$ cat src/rtl/tlb_wr_ctrl.sv
// TLBWR/TLBFILL sequencer: captures the CSR image on accept and issues one TLB array write.
// All outputs are registered; repl_cnt free-runs to supply the TLBFILL victim index.
module tlb_wr_ctrl #(
    parameter int unsigned TLBNUM = 16,
    parameter int unsigned IDX_W  = 4
) (
    input  logic             clk,
    input  logic             rst_n,
    input  logic             req_vld,
    input  logic             req_op,
    output logic             req_rdy,
    input  logic             flush,
    input  logic [18:0]      tlbehi_vpn,
    input  logic [31:0]      tlbidx,
    input  logic [31:0]      tlbelo0,
    input  logic [31:0]      tlbelo1,
    input  logic [9:0]       asid,
    input  logic             tlbr_active,
    output logic             tlb_we,
    output logic [IDX_W-1:0] tlb_w_index,
    output logic             tlb_w_e,
    output logic [18:0]      tlb_w_vppn,
    output logic [5:0]       tlb_w_ps,
    output logic [9:0]       tlb_w_asid,
    output logic             tlb_w_g,
    output logic [25:0]      tlb_w_lo0,
    output logic [25:0]      tlb_w_lo1,
    output logic             done,
    output logic             err
);

    typedef enum logic [1:0] {StIdle, StCalc, StWrite, StResp} state_e;

    state_e           state_q;
    logic [IDX_W-1:0] repl_cnt_q;

    logic             op_q;
    logic             ne_q;
    logic             tlbr_q;
    logic [5:0]       ps_q;
    logic [IDX_W-1:0] idx_q;
    logic [IDX_W-1:0] fill_q;
    logic [18:0]      vpn_q;
    logic [9:0]       asid_q;
    logic [25:0]      lo0_q;
    logic [25:0]      lo1_q;
    logic             g0_q;
    logic             g1_q;
    logic             ps_ok_q;

    // Array entry packing: {PPN, PLV, MAT, D, V}
    logic [25:0] lo0_pack;
    logic [25:0] lo1_pack;
    assign lo0_pack = {tlbelo0[27:8], tlbelo0[3:2], tlbelo0[5:4], tlbelo0[1:0]};
    assign lo1_pack = {tlbelo1[27:8], tlbelo1[3:2], tlbelo1[5:4], tlbelo1[1:0]};

    logic unused_csr;
    assign unused_csr = ^{tlbidx[30], tlbidx[23:IDX_W], tlbelo0[31:28], tlbelo0[7],
                          tlbelo1[31:28], tlbelo1[7]};

    always_ff @(posedge clk or negedge rst_n) begin
        if (!rst_n) begin
            state_q     <= StIdle;
            repl_cnt_q  <= '0;
            op_q        <= 1'b0;
            ne_q        <= 1'b0;
            tlbr_q      <= 1'b0;
            ps_q        <= '0;
            idx_q       <= '0;
            fill_q      <= '0;
            vpn_q       <= '0;
            asid_q      <= '0;
            lo0_q       <= '0;
            lo1_q       <= '0;
            g0_q        <= 1'b0;
            g1_q        <= 1'b0;
            ps_ok_q     <= 1'b0;
            req_rdy     <= 1'b1;
            tlb_we      <= 1'b0;
            tlb_w_index <= '0;
            tlb_w_e     <= 1'b0;
            tlb_w_vppn  <= '0;
            tlb_w_ps    <= '0;
            tlb_w_asid  <= '0;
            tlb_w_g     <= 1'b0;
            tlb_w_lo0   <= '0;
            tlb_w_lo1   <= '0;
            done        <= 1'b0;
            err         <= 1'b0;
        end else begin
            if (repl_cnt_q == IDX_W'(TLBNUM - 1)) begin
                repl_cnt_q <= '0;
            end else begin
                repl_cnt_q <= repl_cnt_q + IDX_W'(1);
            end

            tlb_we <= 1'b0;
            done   <= 1'b0;
            err    <= 1'b0;

            unique case (state_q)
                StIdle: begin
                    if (req_vld && req_rdy && !flush) begin
                        op_q    <= req_op;
                        ne_q    <= tlbidx[31];
                        tlbr_q  <= tlbr_active;
                        ps_q    <= tlbidx[29:24];
                        idx_q   <= tlbidx[IDX_W-1:0];
                        vpn_q   <= tlbehi_vpn;
                        asid_q  <= asid;
                        lo0_q   <= lo0_pack;
                        lo1_q   <= lo1_pack;
                        g0_q    <= tlbelo0[6];
                        g1_q    <= tlbelo1[6];
                        if (req_op) begin
                            fill_q <= repl_cnt_q;
                        end
                        req_rdy <= 1'b0;
                        state_q <= StCalc;
                    end
                end
                StCalc: begin
                    if (flush) begin
                        req_rdy <= 1'b1;
                        state_q <= StIdle;
                    end else begin
                        tlb_w_index <= op_q ? fill_q : idx_q;
                        tlb_w_e     <= tlbr_q | ~ne_q;
                        tlb_w_vppn  <= vpn_q;
                        tlb_w_ps    <= ps_q;
                        tlb_w_asid  <= asid_q;
                        tlb_w_g     <= g0_q & g1_q;
                        tlb_w_lo0   <= lo0_q;
                        tlb_w_lo1   <= lo1_q;
                        ps_ok_q     <= (ps_q == 6'd12) || (ps_q == 6'd21);
                        state_q     <= StWrite;
                    end
                end
                StWrite: begin
                    // Strobe lands in the following cycle, with data already stable.
                    tlb_we  <= ps_ok_q;
                    state_q <= StResp;
                end
                StResp: begin
                    done    <= 1'b1;
                    err     <= ~ps_ok_q;
                    req_rdy <= 1'b1;
                    state_q <= StIdle;
                end
                default: state_q <= StIdle;
            endcase
        end
    end

endmodule
$ cat config.mk
export PLATFORM = sky130hd
export DESIGN_NAME = tlb_wr_ctrl
export DESIGN_NICKNAME = d
export VERILOG_FILES = /design/src/rtl/tlb_wr_ctrl.sv
export SDC_FILE = /design/constraint.sdc
export NUM_CORES = 1
export LEC_CHECK = 0
export BUFFER_PORTS_ARGS = -buffer_cell sky130_fd_sc_hd__buf_2
export CORE_MARGIN = 1.5
export CORE_UTILIZATION = 30
export CTS_CLUSTER_SIZE = 8
export DETAILED_ROUTE_END_ITERATION = 8
export PLACE_DENSITY_LB_ADDON = 0.05
export SLEW_MARGIN = 20
export SYNTH_ARGS = -nofsm -noshare
export SYNTH_HDL_FRONTEND = slang
export SYNTH_SLANG_ARGS = --single-unit
$ cat constraint.sdc
create_clock -name clk -period 2 [get_ports clk]
set_clock_uncertainty 0.2 [all_clocks]
set_input_delay 0.2 -clock clk [delete_from_list [all_inputs] [get_ports clk]]
set_output_delay 0.2 -clock clk [all_outputs]
set_load 0.05 [all_outputs]
* Yosys cells after proc, flatten, opt, wreduce, memory -nomap -nowiden
Cells that the tools add are included.
** Word-level totals
- Register bits :: 204
- Latch bits :: 0
- Memory bits (writable) :: 0
- Memory bits (read-only) :: 0
- Bits of input ports :: 131
- Output and inout bits :: 97
- Word-level logic and storage cells :: 62
- Memories :: 0
** Operators by class
- Add/subtract/negate cells :: 1
- Multiply operators :: 0
- Div/mod/pow operators :: 0
- Order comparisons :: 0
- Eq/ne operators :: 8
- Shift-type cells :: 0
- Muxes and demuxes :: 11
- Bitwise operators :: 5
- Reduce and logical (&&, ||, !) cells :: 10
** Operator list (count)
- two-way mux 4 bit :: 2
- case mux 2 bit (4 select lines) :: 1
- equality test 6 x 4 -> 1 bit, second input constant :: 1
- equality test 6 x 5 -> 1 bit, second input constant :: 1
- AND reduction 3 bit :: 2
- two-way mux 1 bit :: 5
- adder 4 x 1 -> 4 bit, second input constant :: 1
- equality test 2 bit, second input constant :: 2
- equality test 4 bit, second input constant :: 1
- two-way mux 2 bit :: 2
- inequality test 2 bit, second input constant :: 2
- AND reduction 2 bit :: 2
- NOT 1 bit :: 3
- case mux 1 bit (3 select lines) :: 1
- nonzero test 3 bit :: 1
- equality test 2 x 1 -> 1 bit, second input constant :: 1
- logical AND 1 bit :: 2
- logical NOT 2 bit :: 1
- bitwise AND 1 bit :: 1
- logical NOT 1 bit :: 1
- logical OR 1 bit :: 1
- bitwise OR 1 bit :: 1

* Depth between registers and ports, before layout
Gate-level depths: netlist of run 1.
- Word-level depth :: 4
- Gate-level depth with buffers :: 6
- Mapped depth without buffers :: 4

* Worst setup path before layout of run 1
Ideal clock, no wire load.
- Path type :: register to register
- Start point :: reg req_rdy
- End point :: reg asid_q[7]
- Library setup time :: 0.128 ns
- Data arrival time :: 1.777 ns
- Required time :: 1.672 ns
- Path slack :: -0.104 ns
- Cell stages (with the launch flop) :: 6
- Path buffers :: 2
- Clock period less this slack :: 2.104 ns
- Path through :: dfstp_2 > nand2_1 > nor4_4 > buf_4 > buf_4 > mux2_1
** Between the ends
- Word-level cells in the longest chain between the ends :: 3
** RTL lines
- start: declaration :: RTL line 11 : output logic req_rdy,
- start signal: assignment :: RTL line 78 : req_rdy <= 1'b1;
- start signal: assignment :: RTL line 118 : req_rdy <= 1'b0;
- start signal: assignment :: RTL line 124 : req_rdy <= 1'b1;
- logical AND 1 bit (2 in series) :: RTL line 103 : if (req_vld && req_rdy && !flush) begin
- AND reduction 2 bit (no line)
- end signal: assignment :: RTL line 110 : asid_q <= asid;
- end: declaration :: RTL line 44 : logic [9:0] asid_q;
Every way passes these cells.
A chain may end at the register's enable or synchronous reset.

* Final worst setup path of run 1
- Start point :: reg req_rdy
- End point :: reg vpn_q[3]
** Between the ends
- Word-level cells in the longest chain between the ends :: 3
** RTL lines
- logical AND 1 bit (2 in series) :: RTL line 103
- AND reduction 2 bit (no line)
- end signal: assignment :: RTL line 109 : vpn_q <= tlbehi_vpn;
- end: declaration :: RTL line 43 : logic [18:0] vpn_q;
Every way passes these cells.

==> results of run 1 <==
metal layers:
layer | track usage [%] | up-vias | routed length, µm
li1 | - | 2271 | -
met1 | 15.9 | 2489 | 7030
met2 | 24.1 | 121 | 8900
met3 | 3.39 | 29 | 1110
met4 | 4.21 | 0 | 369
met5 | 0 | - | 0
flip-flops by register name, indices dropped and copies added, names as in the netlist, 4 cells and up, named ones only:
signal and cells:
tlb_w_lo1 26, fill_q 4, ps_q 6, tlb_w_ps 6, idx_q 4, asid_q 10, tlb_w_asid 10, tlb_w_index 4
tlb_w_vppn 19, repl_cnt_q 4, lo0_q 26, tlb_w_lo0 26, vpn_q 19, lo1_q 26
synthesized netlist by cell type, drive strengths merged:
cell type	n	area share, %
buf	22	1.6
a31oi	2	0.16
inv	6	0.30
nor3b	3	0.30
or2	1	0.082
nor2b	3	0.25
dfstp	1	0.34
mux2	186	27
ha	1	0.16
o2bb2ai	2	0.23
clkbuf	1	0.049
mux2i	4	0.52
nor4	1	0.28
a21oi	7	0.46
o21ai	5	0.33
nand2	2	0.098
dfrtp	203	67
nor2	7	0.34
nand4	1	0.082
nand3	3	0.20
xor2	1	0.11
and2	1	0.082
worst max-delay path: cells and delay by family, from the launching register on:
kind	cells	cell delay, ps
and+or+nand+nor	2	290
DFF	1	530
buffers and inverters	2	390
muxes	1	350
power groups by stage:
stage	Combinational, mW	Clock (mW)	Sequential [mW]
after floorplan	2.66	0	10.4
after global placement	7.82	0	7.12
after detailed placement	7.95	0	7.26
after CTS	8.13	4.55	7.22
after global routing	8.47	4.74	7.50
final	7.99	4.35	7.19
worst min-delay path by stage:
| stage | slack (ps) | from | cells after the start | to |
|---|---|---|---|---|
| 2_1_floorplan | -300 | rst_n | 0 | asynchronous set/reset pin |
| 3_3_place_gp | -70 | rst_n | 1 | tlb_w_vppn[16] |
| 3_5_place_dp | -60 | rst_n | 1 | vpn_q[16] |
| 4_1_cts | 80 | rst_n | 3 | vpn_q[16] |
| 5_1_grt | 90 | rst_n | 3 | vpn_q[13] |
| 6_report | 70 | req_op | 4 | op_q |
cell type report:
class / instances / share of cell area (%)
Clock buffer: 40 / 7.00
Clock inverter: 1 / 0.274
Inverter: 6 / 0.206
Multi-Input combinational cell: 230 / 21.8
Sequential cell: 204 / 46.6
Tap cell: 330 / 3.77
Timing Repair Buffer: 311 / 20.3
what timing repair did:
action | CTS | global route
gates resized for setup | 0 | 0
hold buffers | 100 | 0
setup buffers | 0 | 0
endpoints found under the hold margin | 303 | 0
setup endpoints to repair | 6 | 0
through the flow:
step,instance area [µm²],util [%],setup TNS [ps]
finish,11000,43.7,0
global route,11000,43.7,0
CTS,11000,43.7,0
detailed placement,9140,36.5,0
global placement,9140,36.5,0
floorplan,7650,-,-5810
layout by cell type, fill, tap and decap left out, drive strengths merged:
master         n
dfstp          1
nor2           7
ha             1
o2bb2ai        2
nor2b          3
nand4          1
nand3          3
buf          211
nor4           1
o21ai          5
dfrtp        203
mux2i          4
a31oi          2
inv            6
or2            1
nor3b          3
mux2         186
clkbuf        41
a21oi          7
nand2          2
and2           1
bufinv         1
dlygate4sd3   99
xor2           1
kinds of logic after synthesis:
logic type	share of synthesized area [%]
flip-flops	66.9
multiplexers	28.0
buffers and inverters	1.90
AND/OR/NAND/NOR	1.71
AO/OA/AOI/OAI	1.18
XOR/XNOR	0.115
adder cells (fa/ha/maj)	0.164
==> results.py, run 1 <==
metrics = {
    "run_status": {
        "outcome": "complete, no violations",
    },
    "final_layout": {
        "fraction_of_final_layout_cells_with_drive_strength_greater_than_1_pct": 51.3,
        "num_antenna_cells": 0,
        "final-seq-area_um2": 5110,
        "synthToLayoutAreaGrowth_pct": 43.6,
        "finish.cell_count_without_fillers": 1122,
        "nets": 914,
        "multi_input_area_um2": 2390,
        "filler_cell_count": 2325,
    },
    "die": {
        "io_pins": 228,
        "core_region_area_um2": 25000,
        "die_y_um": 162,
        "initial_core_util_pct": 30.5,
        "placement_rows": 58,
        "dieWidth_um": 162,
        "die_area_um2": 26400,
    },
    "clocking": {
        "clk_latency_ps": 520,
        "clock_tree.root_cell": "clkbuf_16",
        "cts-buffers-inserted": 29,
        "clock-sinks": 204,
        "clock_tree.buffer_depth": 3,
        "cts_max_level": 1,
        "cts_tree": "built",
        "path_clk_slew_ps": 50,
    },
    "route": {
        "route.vias.total": 4910,
        "post_drt_via_cell_ratio": 4.38,
        "wl_per_cell_um": 15.5,
        "total_detailed_routing_wirelength_mm": 17.4,
        "detail_route_antenna_nets": 0,
        "drt-pass1-iter-count": 3,
        "drt-initial-drc-count": 95,
        "drcViolationCount": 0,
    },
    "timing": {
        "timing.fmax_ghz": 0.525,
        "setup_viol": 0,
        "period_share_pct": 95.2,
        "final_hold_viol_count": 0,
        "finalWorstPathRequiredPeriod_ps": 1900,
        "grt_setup_unrepaired": "no",
        "fin_worst_hold_slack_ps": 69.6,
        "maxSlewHeadroom_pct": 70.8,
        "drv_slew": 0,
        "worstMarginPinSlew_ps": 439,
        "final_critical_path_setup_slack_ps": 96.3,
    },
    "global_route": {
        "initial_antenna_violation_count": 0,
        "global_route_wire_length_before_repair_mm": 28.5,
        "grt_use_total_pct": 13.5,
        "via_count_of_the_first_global_routing_pass": 5496,
        "largest_net_degree_at_the_start_of_global_routing": 54,
        "globalRouteOverflowTotal": 0,
    },
    "power": {
        "switching_power_as_a_share_of_total_power_pct": 39.6,
        "finalPower_mw": 19.5,
        "vdd_drop_max_mv": 0.915,
        "combinational_power_share_pct": 40.9,
        "power.sequential.fraction_pct": 36.8,
        "share_clk_of_total_power_pct": 22.3,
        "internal_power_mw": 11.8,
        "power.density_cell_area_nw_per_um2": 1780,
        "netSwitchingPower_mw": 7.74,
        "leakage_power_total_nw": 5.01,
    },
    "worst_setup_path": {
        "arrival_ps": 2090,
        "critPathSlowestCell": "dfstp_2",
        "worst_path_largest_cell_delay_ps": 530,
        "path_cells": "nand2_2 > nor4_4 > buf_4 > buf_12 > mux2_1",
        "end_point_of_the_critical_path": "vpn_q[3]",
        "crit_path_end_kind": "flip-flop",
        "worst_r2r_path_depth": 5,
        "timing_worst_setup_path_type": "reg2reg",
        "ff2ff_setup_slack_ps": 100,
        "crit-reg2reg-launch": "req_rdy",
        "crit_start": "req_rdy",
        "worstPathMaxFanout": 24,
        "cp_data_required_time_ps": 2190,
        "timing.rr.end": "vpn_q[3]",
        "critPathLaunchType": "flip-flop",
    },
    "placed_design": {
        "dpl_worst_slack_ps": 9.39,
        "hpwl_mm": 11.4,
        "gpl.final_weighted_congestion": 0.709,
        "placement.io_buffers": 196,
        "placed_instances": 981,
    },
    "job": {
        "max-cap-violations": 0,
    },
    "logic_synthesis": {
        "synth_area_um2": 7630,
        "post_synth_num_cell_types": 25,
        "syn-num-nets": 595,
        "yosys_warnings": 0,
        "ys_ff_latch": 204,
        "synth.yosys.seq_area_share_pct": 66.9,
        "synthesis.instances": 463,
        "avgSynthCellArea_um2": 16.5,
    },
    "min_path": {
        "holdCritPathClass": "in2reg",
    },
}
Note: power is estimated with default switching activity, not from simulation.
==> run 2, diff against run 1 <==
--- a/config.mk
+++ b/config.mk
@@ -7,7 +7,7 @@
 export LEC_CHECK = 0
 export BUFFER_PORTS_ARGS = -buffer_cell sky130_fd_sc_hd__buf_2
 export CORE_MARGIN = 1.5
-export CORE_UTILIZATION = 30
+export CORE_UTILIZATION = 35
 export CTS_CLUSTER_SIZE = 8
 export DETAILED_ROUTE_END_ITERATION = 8
 export PLACE_DENSITY_LB_ADDON = 0.05
==> run 2 against run 1 <==
The run now ends with hold timing left. Utilization rose by 8.2 points. Non-clock buffer count rose by 11. Wire length fell by 3.5%. Final cell count fell by 3.9%. Clock power barely moved. Via count rose by 0.20%. First-iteration DRC count rose by 2.1%. Largest cell class unchanged. Largest power group unchanged.
==> results.py, run 2 (same netlist as run 1, synthesis figures left out) <==
metrics = {
    "power": {
        "finalPower_mw": 19.7,
        "leakage_power_total_nw": 5.08,
        "vdd_drop_max_mv": 0.923,
        "power.density_cell_area_nw_per_um2": 1780,
    },
    "global_route": {
        "via_count_of_the_first_global_routing_pass": 5308,
        "grt_use_total_pct": 15.0,
        "initial_antenna_violation_count": 0,
        "globalRouteOverflowTotal": 0,
        "global_route_wire_length_before_repair_mm": 27.1,
        "largest_net_degree_at_the_start_of_global_routing": 62,
    },
    "final_layout": {
        "synthToLayoutAreaGrowth_pct": 44.6,
        "num_antenna_cells": 0,
        "nets": 925,
        "layout.cells.most_common": "dfrtp_1",
        "most_used_cells_in_the_layout_excluding_fill_and_tap_cells": "203 x dfrtp_1, 195 x buf_2, 158 x mux2_2, 98 x dlygate4sd3_1, 30 x clkbuf_16",
        "fraction_of_final_layout_cells_with_drive_strength_greater_than_1_pct": 52.1,
    },
    "clocking": {
        "clock_tree.root_cell": "clkbuf_16",
        "path_clk_slew_ps": 50,
        "cts-buffers-inserted": 29,
        "cts_tree": "built",
        "clk_latency_ps": 520,
        "cts_max_level": 1,
        "clock_tree.buffer_depth": 3,
        "clock-sinks": 204,
    },
    "die": {
        "dieWidth_um": 151,
        "placement_rows": 53,
        "initial_core_util_pct": 35.9,
        "core_region_area_um2": 21200,
        "die_area_um2": 22700,
        "die_y_um": 151,
        "io_pins": 228,
    },
    "worst_setup_path": {
        "timing_worst_setup_path_type": "reg2reg",
        "critical_path_buf_inv_count": 2,
        "timing.critical_path.max_delay_family": "flip-flops",
        "cp_data_required_time_ps": 2190,
        "worst_path_largest_cell_delay_ps": 530,
        "arrival_ps": 2090,
        "worstPathMaxFanout": 17,
        "path_cells": "nand2_2 > nor4_4 > buf_4 > buf_12 > mux2_2",
        "critPathLaunchType": "flip-flop",
        "critPathSlowestCell": "dfstp_2",
        "crit_path_end_kind": "flip-flop",
    },
    "timing": {
        "worstMarginPinSlew_ps": 423,
        "maxSlewHeadroom_pct": 71.8,
        "drv_slew": 0,
        "period_share_pct": 94.8,
        "setup_viol": 0,
        "grt_setup_unrepaired": "no",
        "timing.fmax_ghz": 0.528,
        "fin_worst_hold_slack_ps": -3.79,
        "final_hold_viol_count": 3,
        "finalWorstPathRequiredPeriod_ps": 1900,
        "accumulated_negative_setup_slack_ps": 0,
    },
    "run_status": {
        "failed_checks": "hold timing",
        "outcome": "finished, violations left",
    },
    "route": {
        "wl_per_cell_um": 15.6,
        "detail_route_antenna_nets": 0,
        "drt-initial-drc-count": 97,
        "route.vias.total": 4920,
        "post_drt_via_cell_ratio": 4.56,
        "total_detailed_routing_wirelength_mm": 16.8,
        "drcViolationCount": 0,
        "drt-pass1-iter-count": 4,
    },
    "min_path": {
        "holdCritPathClass": "in2async",
    },
    "placed_design": {
        "gpl.final_weighted_congestion": 0.726,
        "hpwl_mm": 11.2,
        "placement.io_buffers": 196,
    },
    "job": {
        "max-cap-violations": 0,
    },
}
-- run 2: through the flow --
step | instances | hold slack (ps) | setup slack, ps | util, % | instance area (µm²)
5_1_grt | 1078 | 31.2 | 24.3 | 52.0 | 11000
3_3_place_gp | 933 | -25.0 | 58.3 | 43.3 | 9190
6_report | 1078 | -3.79 | 105 | 52.0 | 11000
2_1_floorplan | 463 | -296 | -87.4 | - | 7650
3_5_place_dp | 933 | -16.6 | 13.4 | 43.3 | 9190
4_1_cts | 1072 | 1.34 | 1.94 | 51.7 | 11000
-- run 2: metal layers --
| layer | vias to the layer above | share of wire [%] | track usage, % |
|---|---|---|---|
| li1 | 2282 | - | - |
| met1 | 2465 | 43 | 18.2 |
| met2 | 135 | 48 | 26.0 |
| met3 | 38 | 5.7 | 3.45 |
| met4 | 0 | 2.9 | 5.53 |
| met5 | - | 0 | 0 |
-- run 2: repair_timing --
item / CTS / global route
resized for setup: 0 / 0
setup buffers: 0 / 5
hold buffers: 98 / 0
endpoints found under the hold margin: 303 / 0
setup endpoints to repair: 0 / 29
-- run 2: layout make-up --
class,count,area [µm²]
fillers,1896,10200
flip-flops and latches,204,5110
multi-input cells,230,2390
repair buffers,322,2370
clock buffers,40,767
well taps,275,344
clock inverters,1,30.0
inverters,6,22.5
-- run 2: report_power, final --
group | switching, mW | internal, mW | leakage [nW] | total, mW
Clock | 1.64 | 2.73 | 0.384 | 4.36
Combinational | 5.13 | 3.01 | 2.26 | 8.14
Sequential | 0.980 | 6.19 | 2.44 | 7.17
Total | 7.75 | 11.9 | 5.08 | 19.7
-- run 2: path summary, 6_finish.rpt --
| kind | cells after the start | endpoint | slack [ps] | from |
|---|---|---|---|---|
| worst min register to register | 1 | tlb_w_e | 260 | ne_q |
| worst max-delay path | 5 | lo0_q[12] | 100 | req_rdy |
| worst min-delay path | 2 | asid_q[2] | -4 | rst_n |
| worst max register to register | 5 | lo0_q[12] | 100 | req_rdy |
| min in group clk | 3 | op_q | 10 | req_vld |
| max in group asynchronous | 3 | lo0_q[24] | 910 | rst_n |
==> run 3, diff against run 2 <==
--- a/config.mk
+++ b/config.mk
@@ -5,11 +5,12 @@
 export SDC_FILE = /design/constraint.sdc
 export NUM_CORES = 1
 export LEC_CHECK = 0
-export BUFFER_PORTS_ARGS = -buffer_cell sky130_fd_sc_hd__buf_2
+export CORE_ASPECT_RATIO = 0.5
 export CORE_MARGIN = 1.5
 export CORE_UTILIZATION = 35
 export CTS_CLUSTER_SIZE = 8
 export DETAILED_ROUTE_END_ITERATION = 8
+export DONT_BUFFER_PORTS = 1
 export PLACE_DENSITY_LB_ADDON = 0.05
 export SLEW_MARGIN = 20
 export SYNTH_ARGS = -nofsm -noshare
==> constraint.sdc (replaced) <==
create_clock -name clk -period 2.2 [get_ports clk]
set_clock_uncertainty 0.2 [all_clocks]
set_input_delay 0.22 -clock clk [delete_from_list [all_inputs] [get_ports clk]]
set_output_delay 0.22 -clock clk [all_outputs]
set_load 0.05 [all_outputs]
==> run 3 against run 2 <==
The run still ends with hold timing left. Die area increased by 0.24%. Final area fell by 12%. Non-clock buffer count fell by 218. Hold slack got worse by 800 ps. Sequential share of layout area increased by 6.1 points. Final cell count is 18% lower. Critical endpoint is now lo0_q[5]. Largest power group is now registers.
==> results.py, run 3 (same netlist as run 1, synthesis figures left out) <==
metrics = {
    "worst_setup_path": {
        "crit_path_end_kind": "flip-flop",
        "critPathSlowestCell": "dfrtp_1",
        "worst_path_largest_cell_delay_ps": 480,
        "path_depth": 3,
        "critical_path_buf_inv_count": 1,
        "worstPathMaxFanout": 58,
        "timing_worst_setup_path_type": "reg2reg",
        "timing.critical_path.max_delay_family": "flip-flops",
        "arrival_ps": 2240,
        "ff2ff_setup_slack_ps": 160,
        "worst_r2r_path_depth": 3,
        "critPathLaunchType": "flip-flop",
        "path_cells": "nor4_4 > buf_12 > mux2_2",
        "cp_data_required_time_ps": 2400,
    },
    "timing": {
        "final_hold_viol_count": 204,
        "finalWorstPathRequiredPeriod_ps": 2040,
        "timing.fmax_ghz": 0.491,
        "final_critical_path_setup_slack_ps": 163,
        "period_share_pct": 92.6,
        "accumulated_negative_setup_slack_ps": 0,
        "maxSlewHeadroom_pct": 64.2,
        "drv_slew": 0,
        "setup_viol": 0,
        "worstMarginPinSlew_ps": 538,
        "fin_worst_hold_slack_ps": -803,
        "grt_setup_unrepaired": "no",
    },
    "run_status": {
        "outcome": "finished, violations left",
        "failed_checks": "hold timing",
    },
    "clocking": {
        "clk_latency_ps": 520,
        "setup_fix_bufs_post_cts": 0,
        "cts.repair.resized": 0,
        "clock-sinks": 204,
        "clock_tree.root_cell": "clkbuf_16",
        "cts.hold.buffers_added": 99,
        "path_clk_slew_ps": 50,
        "clock_tree.buffer_depth": 3,
        "cts_max_level": 1,
        "cts-buffers-inserted": 29,
        "cts_tree": "built",
    },
    "final_layout": {
        "nets": 707,
        "synthToLayoutAreaGrowth_pct": 27.8,
        "filler_cell_count": 1850,
        "layout.cells.most_common": "dfrtp_1",
        "most_used_cells_in_the_layout_excluding_fill_and_tap_cells": "203 x dfrtp_1, 158 x mux2_2, 99 x dlygate4sd3_1, 29 x clkbuf_16, 28 x mux2_1",
        "fin_area_um2": 9750,
        "fraction_of_final_layout_cells_with_drive_strength_greater_than_1_pct": 33.8,
    },
    "route": {
        "drt-initial-drc-count": 149,
        "detail_route_antenna_nets": 0,
        "total_detailed_routing_wirelength_mm": 15.8,
        "drcViolationCount": 0,
        "post_drt_via_cell_ratio": 4.73,
        "wl_per_cell_um": 18.0,
        "route.vias.total": 4154,
        "drt-pass1-iter-count": 4,
    },
    "placed_design": {
        "gpl.final_weighted_congestion": 0.761,
        "postPlaceCellArea_um2": 7950,
        "placement.io_buffers": 0,
        "dpl_worst_slack_ps": 164,
        "hpwl_mm": 9.99,
    },
    "die": {
        "initial_core_util_pct": 36.4,
        "die_area_um2": 22700,
        "core_region_area_um2": 21000,
        "placement_rows": 37,
        "dieWidth_um": 212,
        "io_pins": 228,
        "die_y_um": 107,
    },
    "global_route": {
        "largest_net_degree_at_the_start_of_global_routing": 205,
        "initial_antenna_violation_count": 1,
        "globalRouteOverflowTotal": 0,
        "via_count_of_the_first_global_routing_pass": 4473,
        "grt_use_total_pct": 14.3,
        "global_route_wire_length_before_repair_mm": 25.1,
    },
    "power": {
        "vdd_drop_max_mv": 0.846,
        "leakage_power_total_nw": 4.13,
        "power.density_cell_area_nw_per_um2": 1720,
    },
    "job": {
        "max-cap-violations": 0,
    },
    "min_path": {
        "holdCritPathClass": "in2async",
    },
}
## run 3: changes by cell type in the layout (fill, tap and decap cells not counted), sizes merged
cell / before / now
buf: 222 / 5
inv: 6 / 7
diode: 0 / 1
dlygate4sd3: 98 / 99
clkbuf: 42 / 40
## run 3: area by class of cell
type	count	area [µm²]	share of cell area [%]
sequential	204	5110	52.4
multi-input combinational	230	2380	24.4
timing repair buffer	104	1070	10.9
clock buffer	40	767	7.87
tap	292	365	3.75
clock inverter	2	38.8	0.398
inverter	6	22.5	0.231
antenna	1	2.50	0.0257
## run 3: path summary, 6_finish.rpt
kind                            start            to
min                             rst_n  tlb_w_lo0[7]
max reg2reg                state_q[0]      lo0_q[5]
max                        state_q[0]      lo0_q[5]
max in group asynchronous       rst_n       req_rdy
min reg2reg                      ne_q       tlb_w_e
min in group clk              req_vld          op_q
## run 3: where the power goes
part           total, mW  internal [mW]  switching [mW]
Combinational       2.87           1.88           0.989
Clock               3.97           2.49            1.49
Sequential          9.90           5.57            4.33
## run 3: worst reg2reg max path, cell delays in order (launching register included)
cell and delay, ps:
dfrtp_1 480, nor4_4 450, buf_12 360, mux2_2 420
## run 3: stage by stage
step	hold slack (ps)	util [%]	power (mW)	cells
after floorplan	-276	-	11.9	463
after global placement	-270	37.9	12.5	737
after detailed placement	-273	37.9	12.8	737
after CTS	-843	46.5	17.0	878
after global routing	-848	46.5	17.6	879
final	-803	46.5	16.7	879
## run 3: layer usage
metal / GRT usage [%] / up-vias / routed length [µm]
li1: - / 1863 / -
met1: 16.9 / 2156 / 6470
met2: 24.3 / 110 / 7870
met3: 5.78 / 25 / 1150
met4: 3.93 / 0 / 291
met5: 0 / - / 0
